`src/rtl/serial_add_ctrl.sv`:
```
// Bit-serial adder controller: feeds one operand bit pair per cycle (LSB first) to an
// external 1-bit full adder, assembles the sum, and cross-checks it against a parallel add.
module serial_add_ctrl #(
   parameter int W = 8
) (
   input  logic         clk,
   input  logic         rst,
   input  logic         in_valid,
   output logic         in_ready,
   input  logic [W-1:0] in_a,
   input  logic [W-1:0] in_b,
   input  logic         in_cin,
   output logic         fa_a,
   output logic         fa_b,
   output logic         fa_cin,
   input  logic         fa_sum,
   input  logic         fa_cout,
   output logic         out_valid,
   input  logic         out_ready,
   output logic [W-1:0] sum,
   output logic         cout,
   output logic         ovf,
   output logic         chk_err
);

   localparam int CW = (W > 1) ? $clog2(W) : 1;

   typedef enum logic [1:0] {IDLE, RUN, DONE} state_t;

   state_t        state_q, state_d;
   logic [CW-1:0] bit_q, bit_d;
   logic [W-1:0]  a_q, a_d;
   logic [W-1:0]  b_q, b_d;
   logic [W-1:0]  acc_q, acc_d;
   logic [W-1:0]  sum_q, sum_d;
   logic [W:0]    golden_q, golden_d;
   logic          cin_q, cin_d;
   logic          carry_q, carry_d;
   logic          cout_q, cout_d;
   logic          ovf_q, ovf_d;
   logic          chk_q, chk_d;
   logic          last_bit;

   assign last_bit = (bit_q == CW'(W - 1));

   always_ff @(posedge clk or posedge rst) begin
      if (rst) state_q <= IDLE;
      else     state_q <= state_d;
   end

   always_comb begin
      state_d = state_q;
      case (state_q)
         IDLE:    if (in_valid)  state_d = RUN;
         RUN:     if (last_bit)  state_d = DONE;
         DONE:    if (out_ready) state_d = IDLE;
         default: state_d = IDLE;
      endcase
   end

   // Operands shift right each RUN cycle so bit 0 is always the bit under test.
   always_comb begin
      in_ready  = (state_q == IDLE);
      out_valid = (state_q == DONE);
      fa_a      = 1'b0;
      fa_b      = 1'b0;
      fa_cin    = 1'b0;
      if (state_q == RUN) begin
         fa_a   = a_q[0];
         fa_b   = b_q[0];
         fa_cin = (bit_q == '0) ? cin_q : carry_q;
      end
   end

   always_comb begin
      bit_d    = bit_q;
      a_d      = a_q;
      b_d      = b_q;
      acc_d    = acc_q;
      sum_d    = sum_q;
      golden_d = golden_q;
      cin_d    = cin_q;
      carry_d  = carry_q;
      cout_d   = cout_q;
      ovf_d    = ovf_q;
      chk_d    = chk_q;
      case (state_q)
         IDLE: begin
            if (in_valid) begin
               a_d      = in_a;
               b_d      = in_b;
               cin_d    = in_cin;
               golden_d = {1'b0, in_a} + {1'b0, in_b} + {{W{1'b0}}, in_cin};
               carry_d  = 1'b0;
               bit_d    = '0;
            end
         end
         RUN: begin
            a_d     = a_q >> 1;
            b_d     = b_q >> 1;
            acc_d   = (acc_q >> 1) | (W'(fa_sum) << (W - 1));
            carry_d = fa_cout;
            if (last_bit) begin
               bit_d  = '0;
               sum_d  = acc_d;
               cout_d = fa_cout;
               ovf_d  = fa_cin ^ fa_cout;
               chk_d  = ({fa_cout, acc_d} != golden_q);
            end else begin
               bit_d = bit_q + CW'(1);
            end
         end
         default: ;
      endcase
   end

   // Result registers are only written on the final RUN edge, so they survive into IDLE.
   always_ff @(posedge clk or posedge rst) begin
      if (rst) begin
         bit_q    <= '0;
         a_q      <= '0;
         b_q      <= '0;
         acc_q    <= '0;
         sum_q    <= '0;
         golden_q <= '0;
         cin_q    <= 1'b0;
         carry_q  <= 1'b0;
         cout_q   <= 1'b0;
         ovf_q    <= 1'b0;
         chk_q    <= 1'b0;
      end else begin
         bit_q    <= bit_d;
         a_q      <= a_d;
         b_q      <= b_d;
         acc_q    <= acc_d;
         sum_q    <= sum_d;
         golden_q <= golden_d;
         cin_q    <= cin_d;
         carry_q  <= carry_d;
         cout_q   <= cout_d;
         ovf_q    <= ovf_d;
         chk_q    <= chk_d;
      end
   end

   assign sum     = sum_q;
   assign cout    = cout_q;
   assign ovf     = ovf_q;
   assign chk_err = chk_q;

endmodule

```
`config.mk`:
```
export PLATFORM = sky130hd
export DESIGN_NAME = serial_add_ctrl
export DESIGN_NICKNAME = d
export VERILOG_FILES = /design/src/rtl/serial_add_ctrl.sv
export SDC_FILE = /design/constraint.sdc
export NUM_CORES = 1
export LEC_CHECK = 0
export BUFFER_PORTS_ARGS = -buffer_cell sky130_fd_sc_hd__buf_2
export CORE_MARGIN = 4
export CORE_UTILIZATION = 40
export DETAILED_ROUTE_END_ITERATION = 8
export PLACE_DENSITY = 0.61
export SYNTH_ARGS = -nofsm -noshare
export SYNTH_HDL_FRONTEND = slang
export SYNTH_SLANG_ARGS = --single-unit
```
`constraint.sdc`:
```
create_clock -name clk -period 4.1 [get_ports clk]
set_input_delay 0.41 -clock clk [delete_from_list [all_inputs] [get_ports clk]]
set_output_delay 0.41 -clock clk [all_outputs]
set_load 0.02 [all_outputs]
```
==> results.yml <==
status:
  status: "complete, no violations"
logic_synthesis:
  async_flop_share_pct: 100
  yosysSeqAreaShare_pct: 49.2
  synth_area_leaders: "dfrtp_1 49%, nand2_1 11%, ha_1 4.9%, mux2_2 4.0%, a31oi_1 3.4%"
  netlist.area_leader.share_pct: 49.2
  ys_ff_latch: 50
  syn_nets: 310
  syn_area_sq_mm: 0.00254
  yosysWarnings: 0
  yosysTopAreaCell: "dfrtp_1"
  synth-edff-count: 0
  synth_flop_cell: "dfrtp_1"
  synthCells: 275
  synth_cell_types: 38
  syn_area_per_cell_sq_um: 9.25
cts:
  htree_levels: 2
  clk_latency_ps: 300
  path_clk_slew_ps: 90
  cts_tree: "done"
  clock_path_buffers: 2
  numCtsBuffers: 5
  cts_resized: 0
  post_cts_buffers: 0
  clkSinkCount: 50
  hold_buffers: 0
  cts_root_buf: "clkbuf_8"
routing:
  drt.antenna.violating_nets: 0
  drtIter0Drc: 145
  wire_per_inst_um: 14.7
  firstDrtPassIters: 4
  viasPerCell: 5.25
  num_vias: 2023
  drt_wl_total_um: 5660
  drc_errors: 0
sta:
  fmax_mhz: 444
  min_period_over_period_pct: 54.9
  tightestPinTransition_ps: 1040
  finalMaxSlewViolations: 0
  grt_setup_unrepaired: "no"
  period_needed_ps: 2250
  final-setup-viol-count: 0
  fin_tns_setup_ps: 0
  hold_viol_final: 0
  skew_ps: 4.04
  maxSlewHeadroom_pct: 30.3
setup_path:
  cp.arrival_ps: 2440
  worstSetupEndpointType: "register"
  critPathKind: "register to register"
  reg2reg_to: "chk_err"
  r2r_slack_ps: 1850
  required_ps: 4280
  rr_startpoint: "state_q[0]"
  worst-path-max-fanout: 11
  rr_worst_depth: 4
  cp-start-kind: "register"
floorplan:
  initial_core_util_pct: 41.9
  die_width_um: 87.7
  die_h_um: 87.7
  num_rows: 28
  coreArea_sq_mm: 0.00606
  ios: 39
  dieArea_sq_mm: 0.00770
power:
  vdd_ir_drop_max_uv: 321
  power.total_w: 0.00209
  powerDensity_mw_per_mm2: 718
  p_leak_nw: 1.41
global_routing:
  grt_max_degree: 51
  globalRouteOverflowTotal: 0
  grt.met2_usage_pct: 26.2
  grtUsageMet3_pct: 2.92
  first_global_vias: 2056
  grt_most_used_layer: "met2"
  grt_use_met1_pct: 22.5
  grtUsageTotal_pct: 16.4
  grt_pass1_wl_um: 9940
  antenna_found_initial: 0
cells_and_area:
  syn2layout_area_growth_pct: 14.3
  final_layout_size_suffix_gt1_share_pct: 19.7
  final_nets: 344
  final_cell_mix: "75 x nand2_1, 50 x dfrtp_1, 38 x buf_2"
  final_common_cell: "nand2_1"
  antennaDiodeCount: 0
job:
  cap_violations: 0
placed_design:
  place.gp.congestion: 0.788
  port_buffers: 38
  dp_hpwl_um: 4040
hold_path:
  hold_depth: 2
  hold_path_end: "state_q[1]"
  hp-start: "out_ready"
  min_path_type: "input port to register"
-- synth_stat cells, types with 3 or more instances --
cell and number:
a21oi_1 9, nor2_1 20, ha_1 10, nor3_1 4, a31oi_1 14, inv_1 5, xnor2_1 5, clkbuf_1 9
mux2_2 9, xor2_1 5, nor2b_1 4, o21ai_0 9, buf_2 3, o31ai_1 5, dfrtp_1 50, or3_1 4
nand4_1 3, buf_1 3, nand2_1 75, nand3_1 5
-- per-stage QoR --
stage / area [sq um] / util, % / hold slack [ps] / setup WS [ps] / cells
CTS: 2910 / 48.0 / 301 / 1840 / 385
finish: 2910 / 48.0 / 306 / 1850 / 385
global placement: 2800 / 46.1 / 471 / 1770 / 377
floorplan: 2540 / - / 445 / 1980 / 275
detailed placement: 2800 / 46.1 / 479 / 1640 / 377
global route: 2910 / 48.0 / 321 / 1620 / 385
-- logic make-up after synthesis --
kind of cell | Yosys count | synth area share, %
adders and majority gates | 12 | 6.50
AOI/OAI and AO/OA | 47 | 11.7
DFF | 50 | 49.2
and+or+nand+nor | 126 | 21.7
buffers and inverters | 20 | 3.10
xor gates and xnor gates | 10 | 3.44
muxes | 10 | 4.38
-- flip-flops by register name, summed over array words and instances, names as in the netlist, 2 cells and up --
register and count:
sum 8, golden_q 9, a_q 8, bit_q 3, b_q 8, state_q 2, acc_q 7
-- power breakdown --
group,switching (W),internal [W],leakage [nW]
clock,0.000165,0.000171,0.0575
sequential,0.000157,0.000722,0.604
combinational,0.000524,0.000349,0.747
-- worst max-delay path: stages, from the launching register on --
cell,delay (ps)
dfrtp_1,430
nor2b_1,680
nand2_1,510
nor4_1,400
a21oi_1,110
-- layout make-up --
cell class	count	area (sq um)
fill	612	3150
sequential	50	1250
multi-input combinational	205	1210
timing repair buffer	42	220
clock buffer	8	110
tap	75	93.8
inverter	5	18.8
-- how the worst max path moves through the flow --
stage	slack (ps)	endpoint	startpoint	depth (start not counted)
global route	1620	chk_err	state_q[0]	4
floorplan	1980	golden_q[6]	in_a[0]	6
global placement	1770	golden_q[6]	in_a[0]	7
finish	1850	chk_err	state_q[0]	4
CTS	1840	chk_err	state_q[0]	4
detailed placement	1640	golden_q[6]	in_a[0]	7
-- routing by layer --
metal / vias up / wire length (um) / part of all wire [%]
met5: - / 0 / 0
met4: 0 / 59 / 1.0
met3: 5 / 202 / 3.6
met2: 39 / 2640 / 47
met1: 971 / 2760 / 49
li1: 1008 / - / -
No activity file was read; power rests on OpenSTA's default activity.
